$ cat src/rtl/scsi_io_arbiter.sv
// Round-robin arbiter sharing the host io-controller sector channel between two
// SCSI target slots; one grant is held for a whole sector transfer.
module scsi_io_arbiter #(
    parameter logic [23:0] TIMEOUT = 24'd12000000
) (
    input  logic        clk,
    input  logic        reset_n,
    input  logic [31:0] req_lba_0,
    input  logic [31:0] req_lba_1,
    input  logic [1:0]  req_rd,
    input  logic [1:0]  req_wr,
    output logic [1:0]  req_ack,
    input  logic [7:0]  req_buff_din_0,
    input  logic [7:0]  req_buff_din_1,
    output logic [1:0]  req_buff_wr,
    output logic [31:0] io_lba,
    output logic [1:0]  io_rd,
    output logic [1:0]  io_wr,
    input  logic        io_ack,
    output logic [7:0]  sd_buff_din,
    input  logic        sd_buff_wr,
    output logic [1:0]  grant,
    output logic        timeout_err
);

    typedef enum logic [1:0] {
        ST_IDLE  = 2'd0,
        ST_ISSUE = 2'd1,
        ST_XFER  = 2'd2,
        ST_GAP   = 2'd3
    } state_e;

    state_e      state_q, state_d;
    logic [1:0]  grant_q, grant_d;
    logic        ptr_q, ptr_d;
    logic [31:0] lba_q, lba_d;
    logic [23:0] cnt_q, cnt_d;
    logic [1:0]  io_rd_q, io_rd_d;
    logic [1:0]  io_wr_q, io_wr_d;
    logic        tmo_q, tmo_d;

    logic [1:0]  pend;
    logic        win;
    logic [1:0]  win_oh;

    // A slot with rd and wr both set is served as a read.
    assign pend   = req_rd | req_wr;
    assign win    = (pend == 2'b11) ? ptr_q : ~pend[0];
    assign win_oh = win ? 2'b10 : 2'b01;

    always_ff @(posedge clk or negedge reset_n) begin
        if (!reset_n) begin
            state_q <= ST_IDLE;
            grant_q <= 2'b00;
            ptr_q   <= 1'b0;
            lba_q   <= 32'd0;
            cnt_q   <= 24'd0;
            io_rd_q <= 2'b00;
            io_wr_q <= 2'b00;
            tmo_q   <= 1'b0;
        end else begin
            state_q <= state_d;
            grant_q <= grant_d;
            ptr_q   <= ptr_d;
            lba_q   <= lba_d;
            cnt_q   <= cnt_d;
            io_rd_q <= io_rd_d;
            io_wr_q <= io_wr_d;
            tmo_q   <= tmo_d;
        end
    end

    always_comb begin
        state_d = state_q;
        grant_d = grant_q;
        ptr_d   = ptr_q;
        lba_d   = lba_q;
        cnt_d   = cnt_q;
        io_rd_d = io_rd_q;
        io_wr_d = io_wr_q;
        tmo_d   = 1'b0;
        unique case (state_q)
            ST_IDLE: begin
                if (|pend) begin
                    grant_d = win_oh;
                    lba_d   = win ? req_lba_1 : req_lba_0;
                    cnt_d   = 24'd0;
                    io_rd_d = req_rd[win] ? win_oh : 2'b00;
                    io_wr_d = req_rd[win] ? 2'b00 : win_oh;
                    state_d = ST_ISSUE;
                end
            end
            ST_ISSUE: begin
                if (io_ack) begin
                    io_rd_d = 2'b00;
                    io_wr_d = 2'b00;
                    state_d = ST_XFER;
                end else if (cnt_q >= TIMEOUT - 24'd1) begin
                    io_rd_d = 2'b00;
                    io_wr_d = 2'b00;
                    tmo_d   = 1'b1;
                    state_d = ST_GAP;
                end else begin
                    cnt_d = cnt_q + 24'd1;
                end
            end
            ST_XFER: begin
                if (!io_ack) begin
                    state_d = ST_GAP;
                end
            end
            ST_GAP: begin
                // Last owner drops to lowest priority.
                ptr_d   = grant_q[0];
                grant_d = 2'b00;
                state_d = ST_IDLE;
            end
            default: state_d = ST_IDLE;
        endcase
    end

    assign io_lba      = lba_q;
    assign io_rd       = io_rd_q;
    assign io_wr       = io_wr_q;
    assign grant       = grant_q;
    assign timeout_err = tmo_q;

    assign req_ack     = ((state_q == ST_ISSUE) || (state_q == ST_XFER)) ?
                         ({2{io_ack}} & grant_q) : 2'b00;
    assign sd_buff_din = (state_q == ST_XFER) ?
                         (grant_q[1] ? req_buff_din_1 : req_buff_din_0) : 8'd0;
    assign req_buff_wr = (state_q == ST_XFER) ? ({2{sd_buff_wr}} & grant_q) : 2'b00;

endmodule

$ cat config.mk
export PLATFORM = sky130hd
export DESIGN_NAME = scsi_io_arbiter
export DESIGN_NICKNAME = d
export VERILOG_FILES = /design/src/rtl/scsi_io_arbiter.sv
export SDC_FILE = /design/constraint.sdc
export NUM_CORES = 1
export LEC_CHECK = 0
export CAP_MARGIN = 20
export CORE_MARGIN = 2
export CORE_UTILIZATION = 40
export CTS_CLUSTER_SIZE = 28
export DETAILED_ROUTE_END_ITERATION = 16
export PLACE_DENSITY = 0.77
export SYNTH_ARGS = -nofsm -noshare
export SYNTH_HDL_FRONTEND = slang
export SYNTH_SLANG_ARGS = --single-unit
$ cat constraint.sdc
create_clock -name clk -period 2.06 [get_ports clk]
set_clock_uncertainty 0.2 [all_clocks]
set_input_delay 0.412 -clock clk [delete_from_list [all_inputs] [get_ports clk]]
set_output_delay 0.412 -clock clk [all_outputs]
set_load 0.005 [all_outputs]
==> results of run 1 <==
-- per-layer routing --
| metal | share of wire [%] | wire [um] |
|---|---|---|
| met1 | 40 | 4560 |
| met2 | 50 | 5710 |
| met3 | 7.3 | 833 |
| met4 | 2.5 | 290 |
| met5 | 0 | 0 |
-- final cells by class --
class                      instances  area, um2  share of cell area, %
clock buffer                      12        135                   2.20
clock inverter                     4       76.3                   1.24
inverter                           5       18.8                  0.306
multi-input combinational        279       2140                   34.8
sequential                        66       1650                   26.9
tap                              108        135                   2.20
timing repair buffer             211       1990                   32.4
-- per-stage QoR --
step / util (%) / instances / hold slack (ns) / setup TNS (ns)
after CTS: 68.3 / 681 / 0.284 / -2.18
after global routing: 70.8 / 685 / 0.302 / -5.60
final: 70.8 / 685 / 0.279 / -3.50
after detailed placement: 63.7 / 653 / 0.214 / -22.14
after floorplan: - / 367 / -0.0836 / -2.27
after global placement: 63.7 / 653 / 0.208 / -19.58
-- worst max-delay path: cells and delay by family (launching register included) --
kind	cells	cell delay, ns
AOI/OAI and AO/OA	2	0.42
adders and majority gates	1	0.17
buffers and inverters	2	0.26
DFF	1	0.42
and+or+nand+nor	4	0.78
-- cells by family (layout without fill, tap and decap cells) --
kind of cell | count (synthesis) | after routing | share of synthesized area (%)
DFF | 66 | 66 | 46.2
muxes | 42 | 42 | 11.8
adders and majority gates | 5 | 5 | 1.75
AOI/OAI and AO/OA | 76 | 76 | 13.5
xor gates and xnor gates | 11 | 11 | 2.70
buffers and inverters | 23 | 232 | 2.70
and+or+nand+nor | 144 | 145 | 21.3
-- power groups by stage --
stage               clock [mW]  sequential [mW]  combinational (mW)
floorplan                    0             1.98                1.31
global placement             0             1.93                3.00
detailed placement           0             1.95                3.07
CTS                       1.20             1.94                3.34
global route              1.27             2.00                3.94
finish                    1.18             1.95                3.66
-- cell usage in the layout (no fill, tap or decap), drive strengths merged, types with 3 or more instances in the layout --
master and instances:
clkdlybuf4s50 121, nand3 14, nor2 25, a21oi 9
nand4 10, and3 15, a22o 3, nor2b 11
dfrtp 66, xor2 10, a21o 4, or4 3
nand2 46, inv 5, o31ai 3, dlygate4sd2 3
clkbuf 16, o21ai 40, nor3 3, or3 5
ha 5, and2 3, mux2i 40, buf 81
-- worst max path at each step --
stage | endpoint | slack [ns]
after floorplan | cnt_q[16] | -0.21
after global placement | cnt_q[19] | -0.55
after detailed placement | cnt_q[19] | -0.60
after CTS | state_q[1] | -0.18
after global routing | cnt_q[10] | -0.31
final | cnt_q[10] | -0.25
-- sequential cells by signal, summed over array words and instances (netlist names) --
signal,count
timeout_err,1
io_wr,2
state_q,2
io_rd,2
ptr_q,1
io_lba,32
grant,2
cnt_q,24
-- Yosys cell counts (all sizes together) (2+ instances only) --
master | count | share of area, %
a211oi | 2 | 0.77
a21boi | 2 | 0.53
a21o | 4 | 0.84
a21oi | 9 | 1.3
a22o | 3 | 0.74
a32o | 2 | 0.56
and2 | 3 | 0.53
and3 | 15 | 2.6
buf | 8 | 1.1
clkbuf | 10 | 1.1
dfrtp | 66 | 46
ha | 5 | 1.8
inv | 5 | 0.53
mux2 | 2 | 0.63
mux2i | 40 | 11
nand2 | 46 | 4.9
nand2b | 2 | 0.35
nand3 | 13 | 2.0
nand4 | 10 | 1.8
nor2 | 25 | 2.6
nor2b | 11 | 2.1
nor3 | 3 | 0.42
nor4 | 2 | 0.77
nor4b | 2 | 0.84
o21ai | 40 | 5.6
o31ai | 3 | 0.63
or2 | 2 | 0.35
or3 | 5 | 0.88
or4 | 3 | 0.63
xor2 | 10 | 2.5
-- repair_timing --
item	CTS	global route
hold buffers	1	0
hold endpoints to repair	17	0
gates cloned	1	0
pin swaps	16	21
endpoints found under the setup margin	41	45
buffers inserted	10	5
resized for setup	68	52
==> key figures, run 1 <==
Worst setup path
  • Cell with the largest stage delay on the worst path: sky130_fd_sc_hd__or4_1
  • Max FO, Critical Path: 4
  • Arrival time at the worst endpoint: 2.39 ns
  • CP Class: flip-flop to flip-flop
  • Cell-by-cell listing of the critical path: inv_2, ha_4, nor2_2, a21o_1, a211oi_4, nand2_2, buf_6, or4_1, nand2_1
  • Minimum setup slack among reg-to-reg paths: -0.25 ns
  • Worst r2r path cells: 9
  • CP peak stage delay: slightly above 0.5 ns
  • Setup crit end kind: flip-flop
  • Launch point of the worst reg-to-reg path: state_q[1]
  • Required time at the endpoint of the critical path: roughly 2.1 ns
  • Element type at the critical path start: flip-flop
  • Worst r2r dst: cnt_q[10]
  • CP startpoint: state_q[1]

Floorplan
  • Initial core utilization: between 40% and 50%
  • Core Region: 0.00868 mm2
  • Die boundary height: 98.5 um
  • Die extent in x: 98.5 um
  • Number of top-level design ports: 139
  • Die area: 0.00971 mm2
  • FP Rows: 34

Logic synthesis
  • Synth warn: 0
  • Most used flip-flop cell after synthesis: sky130_fd_sc_hd__dfrtp_1
  • Post-Synthesis Mean Instance Area: 9.74 um2
  • Post-synthesis instance total: ~370
  • Share of flip-flops with an asynchronous set or reset after synthesis: 100%
  • Distinct cell type count of the synthesized netlist: 54
  • Count of flip-flops with a built-in enable after synthesis: 0
  • Post-Syn Nets: 460
  • Cell Area, Synth: 0.00357 mm2
  • Yosys reg bits: 66
  • Fraction of the yosys area taken by sequential cells: 46.2%

Timing
  • Clock period minus final worst setup slack: 2.31 ns
  • Fmax: 433 MHz
  • Number of hold violations in the final report: 0
  • Relative slew slack: between 60% and 70%
  • Final period util: 112%
  • Max-slew violation count: 0
  • Setup repair after global routing missed its margin: yes
  • Final count of negative-setup-slack endpoints: 35
  • Transition at the pin with the smallest max-transition slack: 0.534 ns
  • Setup slack after layout: -0.251 ns

Placed design
  • Total half-perimeter wirelength after legalization and detailed placement: 7850 um
  • Worst slack, placed: -0.600 ns
  • Count of buffers from port buffering: 138
  • Post-placement cell area: between 0.005 and 0.006 mm2
  • Final estimated routing congestion in global placement: a little over 0.9

Finish
  • Final standard cell area without fillers: 0.00614 mm2
  • # fillers: 648
  • Area Growth Syn to Fin: 71.9%
  • Layout cells sized above 1: 27.4%
  • Antenna cells: 0
  • Net count reported at finish: 665

Flow run
  • Max capacitance violation total: 0

GRT
  • Pin count of the biggest net entering global routing: 55
  • GRT Total Usage: 22.7%
  • Global routing usage on met1: between 20% and 30%
  • Number of antenna violations at the first check in global routing: 0
  • Wire length of the first global-routing pass: 17800 um
  • Met3 capacity usage during global routing: 7.80%
  • Highest-utilization routing layer at the global route stage: met2
  • GR met2 Demand/Resource: 37.7%
  • Grt ovf: 0
  • Via count of the first global-routing pass: 3821

CTS
  • Number of clock sinks: 66
  • Clk buf depth: 2
  • Cell at the root of the clock tree: sky130_fd_sc_hd__clkbuf_8
  • Num CTS Buffers: 9
  • Reg clk slew, reported paths: 0.07 ns
  • Clock latency on the worst-skew pair: ~0.34 ns
  • TritonCTS clock tree: done
  • Level count of the clock H-tree: 3

Power
  • Power per standard cell area: around 1100 mW/mm2
  • Total power: 6.79 mW
  • Psw: approximately 2.4 mW
  • Static leakage: 2.70 nW
  • Part of the total power dissipated in the clock network: about 17%
  • Max rail drop VDD: 0.715 mV
  • Internal Dissipation: 4.43 mW
  • Share of power burned in registers: 28.8%
  • Proportion of power drawn by combinational gates: 53.9%
  • Switching share of power: between 30% and 40%

Route
  • Vias post-DR: 3667
  • Starting DRT DRC Count: 163
  • Ratio of routed vias to standard cells: 5.35
  • Wirelength per Cell: 16.6 um
  • WL final: 11400 um
  • Number of antenna-violating nets in the routed design: 0
  • Number of DRC violations after detailed routing: 0
  • Pre-antenna DRT Iters: 5

Run status
  • Status: finished, violations left
  • Failing checks: setup timing

Hold path
  • Hold Path End: io_lba[10]
  • Path category of the worst min-delay check: flip-flop to flip-flop
  • Cell depth of the worst hold path: 2
  • Hold_sp: io_lba[10]
Note: power is estimated with default switching activity, not from simulation.
==> run 2: changes to the inputs <==
--- a/config.mk
+++ b/config.mk
@@ -10,6 +10,7 @@
 export CORE_UTILIZATION = 40
 export CTS_CLUSTER_SIZE = 28
 export DETAILED_ROUTE_END_ITERATION = 16
+export GPL_TIMING_DRIVEN = 0
 export PLACE_DENSITY = 0.77
 export SYNTH_ARGS = -nofsm -noshare
 export SYNTH_HDL_FRONTEND = slang
==> key figures, run 2 (synthesized netlist as in run 1, its figures left out) <==
Worst setup path
  • Required time at the endpoint of the critical path: 2.09 ns
  • Minimum setup slack among reg-to-reg paths: -0.16 ns
  • Launch point of the worst reg-to-reg path: cnt_q[0]
  • Setup crit end kind: flip-flop
  • Arrival time at the worst endpoint: 2.25 ns
  • Worst r2r dst: state_q[1]
  • Element type at the critical path start: flip-flop
  • Worst r2r path cells: 7
  • Destination of the critical timing path: state_q[1]
  • Max FO, Critical Path: 4
  • CP Class: flip-flop to flip-flop
  • CP startpoint: cnt_q[0]

Floorplan
  • Initial core utilization: 41.2%
  • Die area: ~0.0097 mm2
  • FP Rows: 34
  • Die extent in x: 98.5 um
  • Core Region: a little under 0.009 mm2
  • Number of top-level design ports: 139
  • Die boundary height: 98.5 um

Power
  • Static leakage: 2.49 nW
  • Total power: 6.57 mW
  • Part of the total power dissipated in the clock network: 18.6%
  • Proportion of power drawn by combinational gates: 51.8%
  • Switching share of power: 35.1%
  • Internal Dissipation: 4.26 mW
  • Power per standard cell area: 1130 mW/mm2
  • Psw: 2.31 mW
  • Max rail drop VDD: 0.560 mV
  • Share of power burned in registers: just under 30%

Timing
  • Relative slew slack: 43.1%
  • Worst-case hold slack: approximately 0.28 ns
  • Clock period minus final worst setup slack: 2.22 ns
  • Setup slack after layout: -0.161 ns
  • Final count of negative-setup-slack endpoints: 29
  • Setup repair after global routing missed its margin: yes
  • Fmax: 450 MHz
  • Transition at the pin with the smallest max-transition slack: between 0.8 and 0.9 ns
  • Max-slew violation count: 0
  • Number of hold violations in the final report: 0
  • Setup TNS: -2.18 ns
  • Final period util: 108%

Run status
  • Status: finished, violations left
  • Failing checks: setup timing

Placed design
  • Count of buffers from port buffering: 138
  • Final estimated routing congestion in global placement: 0.827
  • Total half-perimeter wirelength after legalization and detailed placement: 7360 um
  • Worst slack, placed: -0.769 ns
  • Post-placement cell area: roughly 0.005 mm2

Route
  • Vias post-DR: 3469
  • Number of antenna-violating nets in the routed design: 0
  • Number of DRC violations after detailed routing: 0
  • Starting DRT DRC Count: 148
  • Ratio of routed vias to standard cells: 5.31
  • WL final: 10500 um
  • Pre-antenna DRT Iters: 5
  • Wirelength per Cell: 16.1 um

Finish
  • Layout cells sized above 1: 22.8%
  • Antenna cells: 0
  • Most used cells in the layout excluding fill and tap cells: sky130_fd_sc_hd__clkdlybuf4s50_1 (122), sky130_fd_sc_hd__dfrtp_1 (65), sky130_fd_sc_hd__nand2_1 (45)
  • Flip-flop count of the largest register after layout: 32
  • # fillers: between 700 and 800
  • Register area: 0.00165 mm2
  • Net count reported at finish: 633
  • Area Growth Syn to Fin: 62.5%
  • Area taken by multi-input logic gates: 0.00211 mm2
  • Most frequent standard cell in the layout excluding fill and tap cells: sky130_fd_sc_hd__clkdlybuf4s50_1
  • Final standard cell area without fillers: 0.00581 mm2

CTS
  • Reg clk slew, reported paths: 0.08 ns
  • TritonCTS clock tree: done
  • Clk buf depth: 2
  • Clock latency on the worst-skew pair: 0.34 ns
  • Level count of the clock H-tree: 3
  • Number of clock sinks: 66
  • Num CTS Buffers: 9
  • Cell at the root of the clock tree: sky130_fd_sc_hd__clkbuf_8

GRT
  • Via count of the first global-routing pass: between 3000 and 4000
  • Pin count of the biggest net entering global routing: 67
  • Grt ovf: 0
  • Wire length of the first global-routing pass: 17000 um
  • GRT Total Usage: ~22%
  • Number of antenna violations at the first check in global routing: 0

Hold path
  • Path category of the worst min-delay check: flip-flop to flip-flop

Flow run
  • Max capacitance violation total: 0
## run 2: cell count changes in the layout (fill, tap and decap cells not counted), moves of 2 or more
cell / delta
sky130_fd_sc_hd__buf_8: +2
sky130_fd_sc_hd__buf_12: -5
sky130_fd_sc_hd__mux2i_4: +5
sky130_fd_sc_hd__clkinvlp_4: +2
sky130_fd_sc_hd__clkbuf_4: +3
sky130_fd_sc_hd__buf_4: -31
sky130_fd_sc_hd__buf_6: -5
sky130_fd_sc_hd__mux2i_1: -5
sky130_fd_sc_hd__a21oi_2: +2
## run 2: worst min-delay path by stage
stage / to / slack, ns / start / cells after the start
6_report: io_lba[29] / 0.28 / io_lba[29] / 2
5_1_grt: io_rd[0] / 0.31 / io_rd[0] / 1
4_1_cts: io_lba[23] / 0.29 / io_lba[23] / 2
3_5_place_dp: io_lba[29] / 0.27 / io_lba[29] / 2
3_3_place_gp: io_lba[1] / 0.26 / io_lba[1] / 2
2_1_floorplan: cnt_q[0] / -0.08 / reset_n / 0
## run 2: cell type report
class / instances / area share (%)
inverters: 5 / 0.323
flip-flops and latches: 66 / 28.5
repair buffers: 162 / 26.4
multi-input cells: 279 / 36.4
clock buffers: 10 / 2.20
clock inverters: 6 / 1.57
plain buffers: 17 / 2.31
well taps: 108 / 2.33
## run 2: through the flow
stage | instances | utilization [%]
2_1_floorplan | 367 | -
3_3_place_gp | 613 | 58.9
3_5_place_dp | 613 | 58.9
4_1_cts | 651 | 64.5
5_1_grt | 653 | 66.9
6_report | 653 | 66.9
## run 2: power by group through the flow
stage	Sequential [mW]	Clock (mW)	Combinational [mW]
3_5_place_dp	1.98	0	2.72
4_1_cts	1.94	1.23	3.19
3_3_place_gp	1.97	0	2.66
6_report	1.95	1.22	3.40
5_1_grt	2.00	1.30	3.72
2_1_floorplan	1.98	0	1.31
## run 2: what timing repair did
item,CTS,global route
cloned,2,0
hold buffers,1,0
setup buffers,20,3
setup endpoints to repair,74,65
resized for setup,89,59
pin swaps,16,11
endpoints found under the hold margin,6,0
## run 2: critical path: stages, from the launching register on
cell and delay [ns]:
sky130_fd_sc_hd__dfrtp_1 0.38, sky130_fd_sc_hd__ha_2 0.19, sky130_fd_sc_hd__and3_4 0.20, sky130_fd_sc_hd__nand3_2 0.07
sky130_fd_sc_hd__a221o_2 0.41, sky130_fd_sc_hd__nor2b_4 0.15, sky130_fd_sc_hd__a21boi_2 0.19, sky130_fd_sc_hd__mux2_4 0.31
## run 2: metal layers
layer / GRT usage (%) / part of all wire [%] / vias up
met5: 0 / 0 / -
met4: 6.64 / 0.92 / 0
met3: 8.09 / 8.1 / 6
met2: 37.9 / 51 / 129
met1: 25.7 / 40 / 1671
li1: - / - / 1663
